[src/rtl/gray_pkg.sv]
// gray_pkg: shared helpers for the Gray-code counter.
//   bin2gray_f - binary to Gray (b ^ (b >> 1)), arguments up to 32 bits,
//                zero-extended by the caller.
//   gray2bin_f - Gray to binary by prefix XOR from the MSB down.
//   MODE_WRAP / MODE_SAT - values for the counter's SATURATE parameter.
package gray_pkg;

    localparam int MODE_WRAP = 0;
    localparam int MODE_SAT  = 1;

    function automatic logic [31:0] bin2gray_f(input logic [31:0] b);
        return b ^ (b >> 1);
    endfunction

    function automatic logic [31:0] gray2bin_f(input logic [31:0] g);
        logic [31:0] b;
        b[31] = g[31];
        for (int i = 30; i >= 0; i--) begin
            b[i] = b[i+1] ^ g[i];
        end
        return b;
    endfunction

endpackage

[src/rtl/bin2gray.sv]
// bin2gray: purely combinational binary to Gray converter.
//   bin  - N-bit binary input
//   gray - N-bit Gray code of bin
module bin2gray #(
    parameter int N = 8
) (
    input  logic [N-1:0] bin,
    output logic [N-1:0] gray
);

    assign gray = bin ^ (bin >> 1);

endmodule

[src/rtl/gray_counter.sv]
// gray_counter: registered binary/Gray up/down counter with synchronous load,
// wrap or saturate mode and registered boundary flags. Used as a FIFO pointer:
// gray_out is safe to synchronise into another clock domain because it comes
// straight from a flop and changes one bit per counting step.
//   clk      - rising-edge clock
//   rst      - asynchronous active-high reset to RST_VAL
//   en       - step enable
//   up_dn    - step direction, 1 = +1, 0 = -1 (only looked at when en = 1)
//   load     - synchronous load strobe, beats en
//   load_bin - binary value loaded when load = 1
//   bin_out  - registered binary count
//   gray_out - registered Gray code of bin_out
//   at_max   - bin_out == 2^N-1
//   at_min   - bin_out == 0
//   wrap     - one-cycle pulse after a step crossed 2^N-1 <-> 0 (wrap mode)
// Width is limited to N <= 32 by the package helpers used for the reset code.
module gray_counter
    import gray_pkg::*;
#(
    parameter int           N        = 8,
    parameter int           SATURATE = MODE_WRAP,
    parameter logic [N-1:0] RST_VAL  = '0
) (
    input  logic         clk,
    input  logic         rst,
    input  logic         en,
    input  logic         up_dn,
    input  logic         load,
    input  logic [N-1:0] load_bin,
    output logic [N-1:0] bin_out,
    output logic [N-1:0] gray_out,
    output logic         at_max,
    output logic         at_min,
    output logic         wrap
);

    localparam logic [N-1:0] MAX_VAL  = {N{1'b1}};
    localparam logic [N-1:0] MIN_VAL  = {N{1'b0}};
    localparam logic [N-1:0] RST_GRAY = N'(bin2gray_f(32'(RST_VAL)));
    localparam bit           SAT_MODE = (SATURATE == MODE_SAT);

    logic [N-1:0] bin_next;
    logic [N-1:0] gray_next;
    logic         wrap_next;

    // Next count: load > step > hold. In saturate mode a step past either end
    // is simply dropped, so the count (and its Gray code) does not move.
    always_comb begin
        bin_next  = bin_out;
        wrap_next = 1'b0;
        if (load) begin
            bin_next = load_bin;
        end else if (en) begin
            if (up_dn) begin
                if (bin_out == MAX_VAL) begin
                    if (!SAT_MODE) begin
                        bin_next  = MIN_VAL;
                        wrap_next = 1'b1;
                    end
                end else begin
                    bin_next = bin_out + 1'b1;
                end
            end else begin
                if (bin_out == MIN_VAL) begin
                    if (!SAT_MODE) begin
                        bin_next  = MAX_VAL;
                        wrap_next = 1'b1;
                    end
                end else begin
                    bin_next = bin_out - 1'b1;
                end
            end
        end
    end

    // Gray code is formed from bin_next so both outputs load on the same edge.
    bin2gray #(.N(N)) u_bin2gray (
        .bin  (bin_next),
        .gray (gray_next)
    );

    always_ff @(posedge clk or posedge rst) begin
        if (rst) begin
            bin_out  <= RST_VAL;
            gray_out <= RST_GRAY;
            at_max   <= (RST_VAL == MAX_VAL);
            at_min   <= (RST_VAL == MIN_VAL);
            wrap     <= 1'b0;
        end else begin
            bin_out  <= bin_next;
            gray_out <= gray_next;
            at_max   <= (bin_next == MAX_VAL);
            at_min   <= (bin_next == MIN_VAL);
            wrap     <= wrap_next;
        end
    end

endmodule
[config.mk]
export PLATFORM = sky130hd
export DESIGN_NAME = gray_counter
export DESIGN_NICKNAME = d
export VERILOG_FILES = /design/src/rtl/gray_pkg.sv /design/src/rtl/bin2gray.sv /design/src/rtl/gray_counter.sv
export SDC_FILE = /design/constraint.sdc
export NUM_CORES = 1
export LEC_CHECK = 0
export BUFFER_PORTS_ARGS = -buffer_cell sky130_fd_sc_hd__buf_2
export CORE_UTILIZATION = 52
export DETAILED_ROUTE_END_ITERATION = 6
export PLACE_DENSITY = 0.78
export SLEW_MARGIN = 40
export SYNTH_ARGS = -nofsm -noshare
export SYNTH_HDL_FRONTEND = slang
export SYNTH_SLANG_ARGS = --single-unit
[constraint.sdc]
create_clock -name clk -period 2.9 [get_ports clk]
set_clock_uncertainty 0.1 [all_clocks]
set_input_delay 0.58 -clock clk [delete_from_list [all_inputs] [get_ports clk]]
set_output_delay 0.58 -clock clk [all_outputs]
set_load 0.05 [all_outputs]
==> impl_metrics.json <==
{
  "vias_per_cell": 6.14,
  "place_inst": 184,
  "hold_viol_final": 0,
  "synth_top_area_frac": 0.336,
  "cpPeakStageDelay_ns": 0.49,
  "arrival_ns": 2.75,
  "reg2reg_to": "at_min",
  "synth_top_family_by_area": "compound AO/OA/AOI/OAI gates",
  "synth_fa_ha_area_frac": 0.0790,
  "dp_slack_ns": 0.291,
  "clk_latency_ns": 0.29,
  "cpMaxStageDelayCell": "dfrtp_1",
  "cp-start-kind": "flip-flop",
  "stdcell_area_um2": 1430,
  "yosysSeqAreaShare": 0.356,
  "syn_nets": 156,
  "first_iter_violations": 30,
  "power_mw": 0.814,
  "wl_per_cell_um": 15.8,
  "relSlewSlack": 0.538,
  "grt_pass1_vias": 1050,
  "drive_gt1_frac": 0.281,
  "syn_avg_cell_area_um2": 9.39,
  "synth_edf_count": 0,
  "tightest_slew_ns": 0.692,
  "worstPathMaxFanout": 7,
  "die_w_um": 51.4,
  "path_buf_inv": 1,
  "die_height_um": 51.4,
  "reg2reg_slack_ns": 0.25,
  "cp_cell_sequence": "ha_1 -> nand2_1 -> nor3_1 -> a21boi_1 -> o22ai_1 -> o21a_1 -> ha_1 -> inv_2 -> or3_1 -> nor4_2",
  "holdWs_ns": 0.283,
  "die_area_um2": 2640,
  "min_period_ns": 2.65,
  "clock.fmax_mhz": 377,
  "core-area_um2": 2250,
  "reg2reg_depth": 10,
  "routed-via-count": 1155,
  "cts_hold_buffers": 0,
  "leakage_nw": 0.643,
  "path_class": "flip-flop to flip-flop",
  "ys_ff_latch": 18,
  "powerDensity_nw_per_um2": 570,
  "nets": 182,
  "cts-buffers-inserted": 3,
  "synthXorXnorAreaFrac": 0.0484,
  "drcViolationCount": 0,
  "pin_count": 32,
  "synthMuxAreaShare": 0.0158,
  "critPathMostFrequentCell": "ha_1",
  "startpoint": "bin_out[1]",
  "drv_slew": 0,
  "rows": 17,
  "cts-resized-gates": 0,
  "cp.required_ns": 3.00,
  "cts_max_path_buffers": 2,
  "final_util": 0.634,
  "ys.warnings.count": 0,
  "grt_pass1_wl_mm": 4.85,
  "synth_compound_area_frac": 0.234,
  "fin_crit_sh": 0.915,
  "tns_ns": 0,
  "grt_antenna_before_repair": 0,
  "ant_nets": 0,
  "worst_slack_ns": 0.248,
  "async_reset_ff_frac": 1.00,
  "htreeDepth": 1,
  "synth-simple-area-share": 0.193,
  "syn_to_final_growth_pct": 12.7,
  "finalSetupViolCount": 0,
  "synth_cell_type_count": 52,
  "end_kind": "flip-flop",
  "place_congestion": 0.945,
  "place_area_um2": 1400,
  "grt_overflow": 0,
  "mostFrequentLayoutCell": "buf_2",
  "status": "completed",
  "rr_startpoint": "bin_out[1]",
  "drt_wl_total_mm": 2.98,
  "antenna_cells": 0,
  "netlist_top_cells_area": "dfrtp_1 (34%), ha_1 (7.9%), nand2_1 (3.6%), xnor2_1 (2.8%), a21oi_1 (2.4%)",
  "path_delay_family": "simple AND/OR/NAND/NOR gates",
  "clock-root-buffer": "clkbuf_4",
  "holdCritPathClass": "primary input to async pin",
  "synth_flop_cell": "dfrtp_1",
  "cts_tree": "yes",
  "synthCells": 135,
  "max_cap_viol_count": 0,
  "drtPass1Iterations": 5,
  "grt_max_degree": 19,
  "cts_sinks": 18,
  "dp_hpwl_mm": 2.22,
  "numPortBuffers": 31,
  "start_util": 0.562,
  "netlist_area_um2": 1270,
  "grt_use_total": 0.252,
  "yosysTopAreaCell": "dfrtp_1",
  "clkSlewWorstSetupHoldPaths_ns": 0.09,
  "post-cts-setup-buffers": 0,
  "stdcell_count": 188,
  "final_cell_mix": "buf_2 (31), dfrtp_1 (17), nand2_1 (12)",
  "vdd_drop_max_uv": 485,
  "rsz0062_at_grt": "false"
}
## sequential cells by signal, summed over array words and instances, names as in the netlist
register  count
at_min        1
bin_out       8
wrap          1
at_max        1
gray_out      7
## report_power, final
part | leakage [nW] | internal [mW] | switching [mW]
clock network | 0.0150 | 0.0535 | 0.0705
logic | 0.411 | 0.0997 | 0.263
registers | 0.217 | 0.288 | 0.0391
## worst register-to-register path: stages (launching register included)
cell	delay [ns]
dfrtp_1	0.49
ha_1	0.30
nand2_1	0.12
nor3_1	0.26
a21boi_1	0.11
o22ai_1	0.25
o21a_1	0.16
ha_1	0.16
inv_2	0.03
or3_1	0.37
nor4_2	0.22
## cell families (layout without fill, tap and decap cells)
family                     after synthesis  count (layout)
DFF                                     18              18
AOI/OAI and AO/OA                       40              40
muxes                                    2               2
buffers and inverters                   19              44
xor gates and xnor gates                 7               7
adders and majority gates                8               8
and+or+nand+nor                         41              41
## synth_stat cells, drive strengths merged (4+ instances only)
| cell | number |
|---|---|
| dfrtp | 17 |
| inv | 7 |
| nand2 | 12 |
| o21ai | 9 |
| nor2 | 4 |
| buf | 9 |
| ha | 8 |
| xnor2 | 4 |
| a21oi | 7 |
| or3 | 4 |
## final cells by class
type / instances / area (um^2)
multi-input cells: 98 / 723
well taps: 28 / 35.0
fillers: 207 / 826
repair buffers: 32 / 163
inverters: 8 / 30.0
clock buffers: 4 / 26.3
flip-flops and latches: 18 / 452
## per-layer routing
metal | GRT usage | part of all wire | vias to the layer above
li1 | - | - | 547
met5 | 0 | 0 | -
met2 | 0.398 | 0.50 | 52
met3 | 0.0595 | 0.075 | 2
met1 | 0.337 | 0.42 | 554
met4 | 0.0811 | 0.0034 | 0
## how the worst max path moves through the flow
stage,end,depth (start not counted)
after CTS,at_min,10
after detailed placement,at_min,10
after global routing,at_min,10
after global placement,at_max,8
final,at_min,10
after floorplan,at_min,10
Power figures use the tool's default switching activity.
